File: config.mk
export PLATFORM = sky130hd
export DESIGN_NAME = div_ctrl
export DESIGN_NICKNAME = d
export VERILOG_FILES = /design/src/rtl/div_pkg.sv /design/src/rtl/div_core_u32.sv /design/src/rtl/div_ctrl.sv
export SDC_FILE = /design/constraint.sdc
export NUM_CORES = 1
export LEC_CHECK = 0
export ABC_AREA = 1
export ABC_CLOCK_PERIOD_IN_PS = 3650
export CORE_MARGIN = 4
export CORE_UTILIZATION = 40
export CTS_BUF_LIST = sky130_fd_sc_hd__clkbuf_4 sky130_fd_sc_hd__clkbuf_8
export CTS_CLUSTER_SIZE = 28
export DETAILED_ROUTE_END_ITERATION = 12
export PLACE_DENSITY = 0.6
export SETUP_SLACK_MARGIN = 0.5
export SKIP_LAST_GASP = 1
export SLEW_MARGIN = 20
export SYNTH_ARGS = -nofsm -noshare
export SYNTH_HDL_FRONTEND = slang
export SYNTH_SLANG_ARGS = --single-unit
export TNS_END_PERCENT = 50
File: constraint.sdc
create_clock -name clock -period 3.65 [get_ports clock]
set_input_delay 1.095 -clock clock [delete_from_list [all_inputs] [get_ports clock]]
set_output_delay 1.095 -clock clock [all_outputs]
set_load 0.03 [all_outputs]
File: src/rtl/div_pkg.sv
// Shared types and constants for the MIPS DIV/DIVU sequencer.
// Includes the single non-restoring iteration step used by the core.
package div_pkg;

  localparam int DIV_WIDTH = 32;
  localparam int DIV_ITER  = 32;
  localparam logic [31:0] DIV0_QUOT = 32'hFFFF_FFFF;

  typedef enum logic [2:0] {
    S_IDLE,
    S_PREP,
    S_RUN,
    S_FIX,
    S_DONE
  } div_state_e;

  // One radix-2 non-restoring step: returns {rem[32:0], quo[31:0]}.
  function automatic logic [64:0] nr_step(
    input logic [32:0] rem,
    input logic [31:0] quo,
    input logic [31:0] dvs
  );
    logic [32:0] sh;
    logic [32:0] nr;
    sh = {rem[31:0], quo[31]};
    if (rem[32]) nr = sh + {1'b0, dvs};
    else         nr = sh - {1'b0, dvs};
    return {nr, quo[30:0], ~nr[32]};
  endfunction

endpackage

File: src/rtl/div_core_u32.sv
// Unsigned 32/32 non-restoring divide core, one bit per cycle.
// The first iteration runs on the start edge; done pulses after the last.
module div_core_u32
  import div_pkg::*;
#(
  parameter int ITER = DIV_ITER
) (
  input  logic        clock,
  input  logic        resetn,
  input  logic        start,
  input  logic        cancel,
  input  logic [31:0] a,
  input  logic [31:0] b,
  output logic [31:0] q,
  output logic [31:0] r,
  output logic        busy,
  output logic        done
);

  logic [32:0] rem_q, rem_d;
  logic [31:0] quo_q, quo_d;
  logic [31:0] dvs_q, dvs_d;
  logic [5:0]  cnt_q, cnt_d;
  logic        busy_q, busy_d;
  logic        done_q, done_d;
  logic [64:0] step;

  // Iteration registers.
  always_ff @(posedge clock or negedge resetn) begin
    if (!resetn) begin
      rem_q  <= '0;
      quo_q  <= '0;
      dvs_q  <= '0;
      cnt_q  <= '0;
      busy_q <= 1'b0;
      done_q <= 1'b0;
    end else begin
      rem_q  <= rem_d;
      quo_q  <= quo_d;
      dvs_q  <= dvs_d;
      cnt_q  <= cnt_d;
      busy_q <= busy_d;
      done_q <= done_d;
    end
  end

  // Load on start, iterate while busy, pulse done on the final step.
  always_comb begin
    rem_d  = rem_q;
    quo_d  = quo_q;
    dvs_d  = dvs_q;
    cnt_d  = cnt_q;
    busy_d = busy_q;
    done_d = 1'b0;
    step   = '0;
    if (cancel) begin
      cnt_d  = '0;
      busy_d = 1'b0;
    end else if (start) begin
      step   = nr_step(33'd0, a, b);
      rem_d  = step[64:32];
      quo_d  = step[31:0];
      dvs_d  = b;
      cnt_d  = 6'(ITER - 1);
      busy_d = 1'b1;
    end else if (busy_q) begin
      step  = nr_step(rem_q, quo_q, dvs_q);
      rem_d = step[64:32];
      quo_d = step[31:0];
      cnt_d = cnt_q - 6'd1;
      if (cnt_q == 6'd1) begin
        busy_d = 1'b0;
        done_d = 1'b1;
      end
    end
  end

  // Final restore of a negative partial remainder.
  always_comb begin
    q    = quo_q;
    r    = rem_q[32] ? rem_q[31:0] + dvs_q : rem_q[31:0];
    busy = busy_q;
    done = done_q;
  end

endmodule

File: src/rtl/div_ctrl.sv
// DIV/DIVU sequencer: sign handling, HI/LO registers, stall and flush.
// Magnitudes go to the unsigned core; results are sign-corrected in FIX.
module div_ctrl
  import div_pkg::*;
#(
  parameter int WIDTH = DIV_WIDTH,
  parameter int ITER  = DIV_ITER
) (
  input  logic             clock,
  input  logic             resetn,
  input  logic             div_req,
  input  logic             div_signed,
  input  logic [WIDTH-1:0] div_a,
  input  logic [WIDTH-1:0] div_b,
  input  logic             flush,
  output logic             busy,
  output logic             result_valid,
  output logic             div_by_zero,
  output logic [WIDTH-1:0] hi,
  output logic [WIDTH-1:0] lo
);

  div_state_e  state_q, state_d;
  logic [31:0] a_q, a_d;
  logic [31:0] b_q, b_d;
  logic        sgn_q, sgn_d;
  logic [31:0] hi_q, hi_d;
  logic [31:0] lo_q, lo_d;
  logic        dz_q, dz_d;

  logic [31:0] mag_a, mag_b;
  logic [31:0] core_q, core_r;
  logic        neg_q, neg_r, b_zero;
  logic        core_start, core_cancel;
  logic        core_busy, core_done;
  logic        accept, busy_s;

  // State and architectural registers.
  always_ff @(posedge clock or negedge resetn) begin
    if (!resetn) begin
      state_q <= S_IDLE;
      a_q     <= '0;
      b_q     <= '0;
      sgn_q   <= 1'b0;
      hi_q    <= '0;
      lo_q    <= '0;
      dz_q    <= 1'b0;
    end else begin
      state_q <= state_d;
      a_q     <= a_d;
      b_q     <= b_d;
      sgn_q   <= sgn_d;
      hi_q    <= hi_d;
      lo_q    <= lo_d;
      dz_q    <= dz_d;
    end
  end

  // Next state; flush wins over everything except a committed DONE.
  always_comb begin
    state_d = state_q;
    unique case (state_q)
      S_IDLE: if (accept) state_d = S_PREP;
      S_PREP: begin
        if (flush)       state_d = S_IDLE;
        else if (b_zero) state_d = S_DONE;
        else             state_d = S_RUN;
      end
      S_RUN: begin
        if (flush)          state_d = S_IDLE;
        else if (core_done) state_d = S_FIX;
      end
      S_FIX: begin
        if (flush) state_d = S_IDLE;
        else       state_d = S_DONE;
      end
      S_DONE: begin
        if (accept) state_d = S_PREP;
        else        state_d = S_IDLE;
      end
      default: state_d = S_IDLE;
    endcase
  end

  // Operand capture, sign correction and HI/LO update.
  always_comb begin
    busy_s = (state_q == S_PREP) || (state_q == S_RUN) ||
             (state_q == S_FIX);
    accept = div_req && !flush &&
             ((state_q == S_IDLE) || (state_q == S_DONE));
    mag_a  = (sgn_q && a_q[31]) ? -a_q : a_q;
    mag_b  = (sgn_q && b_q[31]) ? -b_q : b_q;
    neg_q  = sgn_q && (a_q[31] ^ b_q[31]);
    neg_r  = sgn_q && a_q[31];
    b_zero = (b_q == 32'd0);

    core_start  = (state_q == S_PREP) && !flush && !b_zero;
    core_cancel = flush && busy_s;

    a_d   = a_q;
    b_d   = b_q;
    sgn_d = sgn_q;
    hi_d  = hi_q;
    lo_d  = lo_q;
    dz_d  = dz_q;
    if (accept) begin
      a_d   = div_a;
      b_d   = div_b;
      sgn_d = div_signed;
    end
    if ((state_q == S_PREP) && !flush && b_zero) begin
      lo_d = DIV0_QUOT;
      hi_d = a_q;
      dz_d = 1'b1;
    end
    if ((state_q == S_FIX) && !flush) begin
      lo_d = neg_q ? -core_q : core_q;
      hi_d = neg_r ? -core_r : core_r;
      dz_d = 1'b0;
    end
  end

  // Outputs.
  always_comb begin
    busy         = busy_s;
    result_valid = (state_q == S_DONE);
    div_by_zero  = dz_q;
    hi           = hi_q;
    lo           = lo_q;
  end

  div_core_u32 #(
    .ITER (ITER)
  ) u_core (
    .clock  (clock),
    .resetn (resetn),
    .start  (core_start),
    .cancel (core_cancel),
    .a      (mag_a),
    .b      (mag_b),
    .q      (core_q),
    .r      (core_r),
    .busy   (core_busy),
    .done   (core_done)
  );

endmodule

### Yosys cells after proc, flatten, opt, wreduce, memory -nomap -nowiden

Cells that the tools add are included.
W data, S select, Z words.

* bitwise gates (word level): 4
* multipliers: 0
* equality and inequality tests: 7
* add/subtract/negate cells: 9
* shift-type cells: 0
* reduce and logical (&&, ||, !) cells: 23
* $lt $le $gt $ge: 0
* div/mod/pow operators: 0
* multiplexer cells: 40

Operators by type and width (count)
* $mux W32: 11
* $mux W33: 8
* $neg A32 Y32: 4
* $add A33 B32 Y33: 1
* $sub A1 B32 Y33: 1
* $sub A33 B32 Y33: 1
* $add A32 B32 Y32: 1
* $logic_not A32 Y1: 1
* $mux W3: 6
* $mux W6: 3
* $pmux W3 S5: 1
* $mux W1: 11
* $logic_and A1 B1 Y1: 10
* $eq A3 B2 Y1 const B: 2
* $eq A6 B1 Y1 const B: 1
* $reduce_and A2 Y1: 3
* $sub A6 B1 Y6 const B: 1
* $reduce_bool A2 Y1: 2
* $eq A3 B1 Y1 const B: 1
* $eq A3 B3 Y1 const B: 1
* $logic_not A3 Y1: 1
* $logic_or A1 B1 Y1: 3
* $ne A3 B2 Y1 const B: 1
* $not A1 Y1: 3
* other kinds (4): 5

* input bits: 69
* register bits: 238
* ROM bits: 0
* bits in latches: 0
* output and inout port bits: 67
* logic and storage cells: 96
* memory bits (writable): 0
* memories kept: 0

### Longest topological paths before layout

* word-level depth: 8
* depth in mapped cells: 26

### Hierarchy

Synthesis repeated with hierarchy kept, for this count alone.

* cell total of the unflattened synthesis: 3190
* area, all modules: 20140.6 µm²

By module, submodules not included
* div_core_u32: area each 10990.5 µm², seq. area each 2627.5 µm², cells each 1813, instances 1
* div_ctrl: area each 9150.0 µm², seq. area each 3328.2 µm², cells each 1377, instances 1

### Least setup slack after synthesis

Ideal clock, no wire load.

* path type: register to register
* start: register u_core.rem_q[32]
* end: register u_core.rem_q[20]
* setup slack: 173 ps
* data required time: 3537 ps
* buffers on the path: 4
* stages on the path, launching flop included: 21
* data arrival time: 3364 ps
* library setup time: 113 ps
* path through: dfrtp_1 -> inv_2 -> buf_6 -> clkbuf_1 -> clkbuf_1 -> clkbuf_1 -> nand2_1 -> xor2_1 -> ha_1 -> a21oi_1 -> nor2_1 -> nor2_1 -> nand2_1 -> a21o_1 -> a21boi_0 -> o21ai_0 -> o21ai_0 -> nand2_1 -> nand3b_1 -> nand2_1 -> inv_1

* word-level cells in the longest chain between the ends: 6

Ends and longest elaborated chain
* start: declaration: RTL line div_core_u32.sv:20 `logic [32:0] rem_q, rem_d;`
* start signal: assignment: RTL line div_core_u32.sv:38 `rem_q <= rem_d;`
* $mux W33: RTL line div_pkg.sv:26 `if (rem[32]) nr = sh + {1'b0, dvs};`
* $mux W33: RTL line div_core_u32.sv:66 `end else if (busy_q) begin`
* $mux W33: RTL line div_core_u32.sv:59 `end else if (start) begin`
* $mux W33: RTL line div_core_u32.sv:56 `if (cancel) begin`
* $mux W33: RTL line div_core_u32.sv:66
* $mux W33: RTL line div_core_u32.sv:59

No other way between the ends. The select of a mux whose other input is x is not followed.
A chain may end at the register's enable or synchronous reset.

### Final worst setup path

* start: register a_q[3]
* end: register u_core.quo_q[30], in the netlist u_core.q[30]

* word-level cells in the longest chain between the ends: 3

Ends and longest elaborated chain
* start: declaration: RTL line div_ctrl.sv:24 `logic [31:0] a_q, a_d;`
* start signal: assignment: RTL line div_ctrl.sv:42 `a_q <= '0;`
* start signal: assignment: RTL line div_ctrl.sv:50 `a_q <= a_d;`
* $neg A32 Y32: RTL line div_ctrl.sv:91 `mag_a = (sgn_q && a_q[31]) ? -a_q : a_q;`
* $mux W32: RTL line div_ctrl.sv:91
* $mux W32: RTL line div_core_u32.sv:59
* end signal: assignment: RTL line div_core_u32.sv:39 `quo_q <= quo_d;`
* end: declaration: RTL line div_core_u32.sv:21 `logic [31:0] quo_q, quo_d;`

No other way between the ends.

==> metrics <==
final worst slack -189 ps; First-pass DRT Iterations 6; fin crit period 3840 ps; Slew Limit Fails 0; fmax 0.261 GHz; core box area between 0.04 and 0.05 mm2; DR DRC count 0; Finished Layout Cells about 4000; Crit Reg-Reg Startpoint a_q[3]$_DFFE_PN0P_; Post-Syn Instances 2898; outcome finished with violations; FILL cells 4624; CTS Sinks between 200 and 250; Die X between 200 and 250 um; Hold Fails Final Rpt 0; initial antenna violation count 2; sequential share of the synthesized area 0.313; first-pass GRT wire length 116 mm; highest-delay cell along the critical path dfrtp_1; dpl hpwl ~60 mm; top cells by area, synth dfrtp_1, nand2_1, nor2_1; vias per cell 5.40; Worst Hold Class in -> async; share of layout cells above drive strength 1 0.219; largest net degree at the start of global routing slightly above 90; GRT Total Usage 0.292; buffer depth of the longest clock path 3; fin crit share 1.05; Primary FF master, synth dfrtp_1; Least-Margin Pin Slew 1150 ps; Detail Route Antenna Nets 0; crit-path most repeated cell buf_6; Net count, final around 3400; asr flop ratio synth 1.00; Post-synth EDFFs 0; Avg Inst Size Synth 6.56 um2; CTS buffer count 49; CTS tree built; cell taking the most area after synthesis dfrtp_1; Clk Latency, worst-skew pair 650 ps; Setup crit start a_q[3]$_DFFE_PN0P_; Initial DRC Count 1920; Setup crit start kind flop; Worst R2R Path Depth 27; Synth top area share 0.313; RSZ-0062 raised after global routing true; Core Rows 79; Clk Tree Root Cell clkbuf_8; syn nets 3041; DRT Wirelength 77.9 mm; DIE AREA 0.0511 mm2; DP Worst Slack -431 ps; area grow syn2layout 36.3%; final setup violation count 28; IO Count around 140; R2R setup slack -190 ps; CP peak stage delay 380 ps; flops & latches, synth 238; clock slew at reported path FFs 60 ps; Critical Path Fanout Max 3; Initial Util 0.407; CP required 4190 ps; max-cap violations 0; IO Port Bufs 135; CP Class reg -> reg; via count roughly 21000; total grt overflow 0; Die Y-Extent 226 um; Crit. End Element flop; Rel. slew slack 0.227; warnings from Yosys 0; post-placement cell count 3748; gp weighted congestion 0.964; htree depth 2; CP arrival around 4400 ps; RR Endpoint u_core.q[30]$_DFFE_PN0P_; Clock Skews 34.3 ps; Finished Core Util 0.555; vias in the first global route 20300; routed length per instance ~20 um; failing checks setup timing; Distinct cells, synth 58; cell area after synthesis 0.0190 mm2
through the flow:
stage,TNS (ps),hold slack (ps),instance area (um2)
after floorplan,0,472,19100
after global placement,-3770,473,22500
after detailed placement,-4400,483,22500
after CTS,-302,463,24500
after global routing,-8120,495,25900
final,-3310,441,25900
layout make-up:
cell class                      count  area, um2  share of cell area
Timing Repair Buffer              428       3930               0.152
Sequential cell                   238       5960               0.230
Clock buffer                       76        996              0.0384
Clock inverter                      8        108             0.00415
Antenna cell                        1       2.50           0.0000965
Tap cell                          607        759              0.0293
Inverter                          410       1550              0.0597
Multi-Input combinational cell   2167      12600               0.487
critical path, delay by kind of cell, from the launching register on:
| kind | cells | cell delay, ps |
|---|---|---|
| AND/OR/NAND/NOR | 8 | 1180 |
| flip-flops | 1 | 380 |
| AO/OA/AOI/OAI | 3 | 380 |
| buffers and inverters | 16 | 1810 |
repair_timing:
| action | in CTS | in global routing |
|---|---|---|
| pin swaps | 71 | 115 |
| gates resized for setup | 130 | 290 |
| hold buffers | 0 | 0 |
| setup buffers | 63 | 39 |
| endpoints found under the setup margin | 51 | 97 |
state kept, by name (all words and copies together) (netlist names):
signal	cells
u_core.rem_q	33
a_q	32
b_q	32
hi	32
lo	32
u_core.dvs_q	32
u_core.q	32
u_core.cnt_q	6
state_q	3
div_by_zero	1
sgn_q	1
u_core.busy	1
u_core.done	1
cell usage after synthesis, types with 4 or more instances:
library cell and count:
ha_1 72, nor2_2 7, nand2_1 723, inv_1 399
a21o_1 12, a31oi_1 13, mux2_2 16, o22ai_1 24
o21ai_0 154, o21ai_1 22, dfrtp_1 238, o21bai_1 10
a21oi_1 173, o31ai_1 5, a22oi_1 27, or2_2 16
o211ai_1 11, nor3_1 45, inv_2 11, nand4_1 40
buf_1 13, nand2_2 8, o221ai_1 8, nand3_1 167
nor2_1 411, a21boi_0 4, nor4_1 9, clkbuf_1 53
o21ai_2 4, xor2_1 94, xnor2_1 22, nand3b_1 10
a221oi_1 17, o21a_1 7, buf_2 14, a211oi_1 4
placed cells by master, fill, tap and decap left out, types with 33 or more instances in the layout:
cell type / synthesis / routed
nand2_1: 723 / 647
inv_1: 399 / 383
nor2_1: 411 / 367
dfrtp_1: 238 / 238
buf_4: 2 / 219
a21oi_1: 173 / 152
clkdlybuf4s50_1: 0 / 134
nand3_1: 167 / 127
o21ai_0: 154 / 121
xor2_1: 94 / 89
clkbuf_8: 0 / 68
buf_6: 1 / 63
nand2_2: 8 / 61
ha_1: 72 / 58
nand4_1: 40 / 40
nor2_2: 7 / 33
logic make-up (layout without fill, tap and decap cells):
logic type,count (synthesis),count (layout),share of synthesized area
AOI/OAI and AO/OA,504,504,0.153
xor gates and xnor gates,117,117,0.0543
adders and majority gates,74,74,0.0495
buffers and inverters,493,922,0.0990
DFF,238,238,0.313
muxes,16,16,0.00947
other,0,1,0
and+or+nand+nor,1456,1456,0.321
worst max path at each step:
| stage | endpoint | slack [ps] |
|---|---|---|
| after floorplan | u_core.rem_q[28]$_DFFE_PN0P_ | 370 |
| after global placement | u_core.rem_q[24]$_DFFE_PN0P_ | -390 |
| after detailed placement | u_core.rem_q[24]$_DFFE_PN0P_ | -430 |
| after CTS | u_core.q[12]$_DFFE_PN0P_ | -60 |
| after global routing | u_core.rem_q[16]$_DFFE_PN0P_ | -370 |
| final | u_core.q[30]$_DFFE_PN0P_ | -190 |
metal layers:
| metal | GRT usage | share of wire |
|---|---|---|
| met4 | 0.0929 | 0.030 |
| met1 | 0.406 | 0.44 |
| met2 | 0.466 | 0.46 |
| met3 | 0.0502 | 0.073 |
| met5 | 0 | 0.00017 |
Power is left out: the tool's default activity adds up to more than one toggle a clock period on the data nets, which glitch-free logic cannot reach.
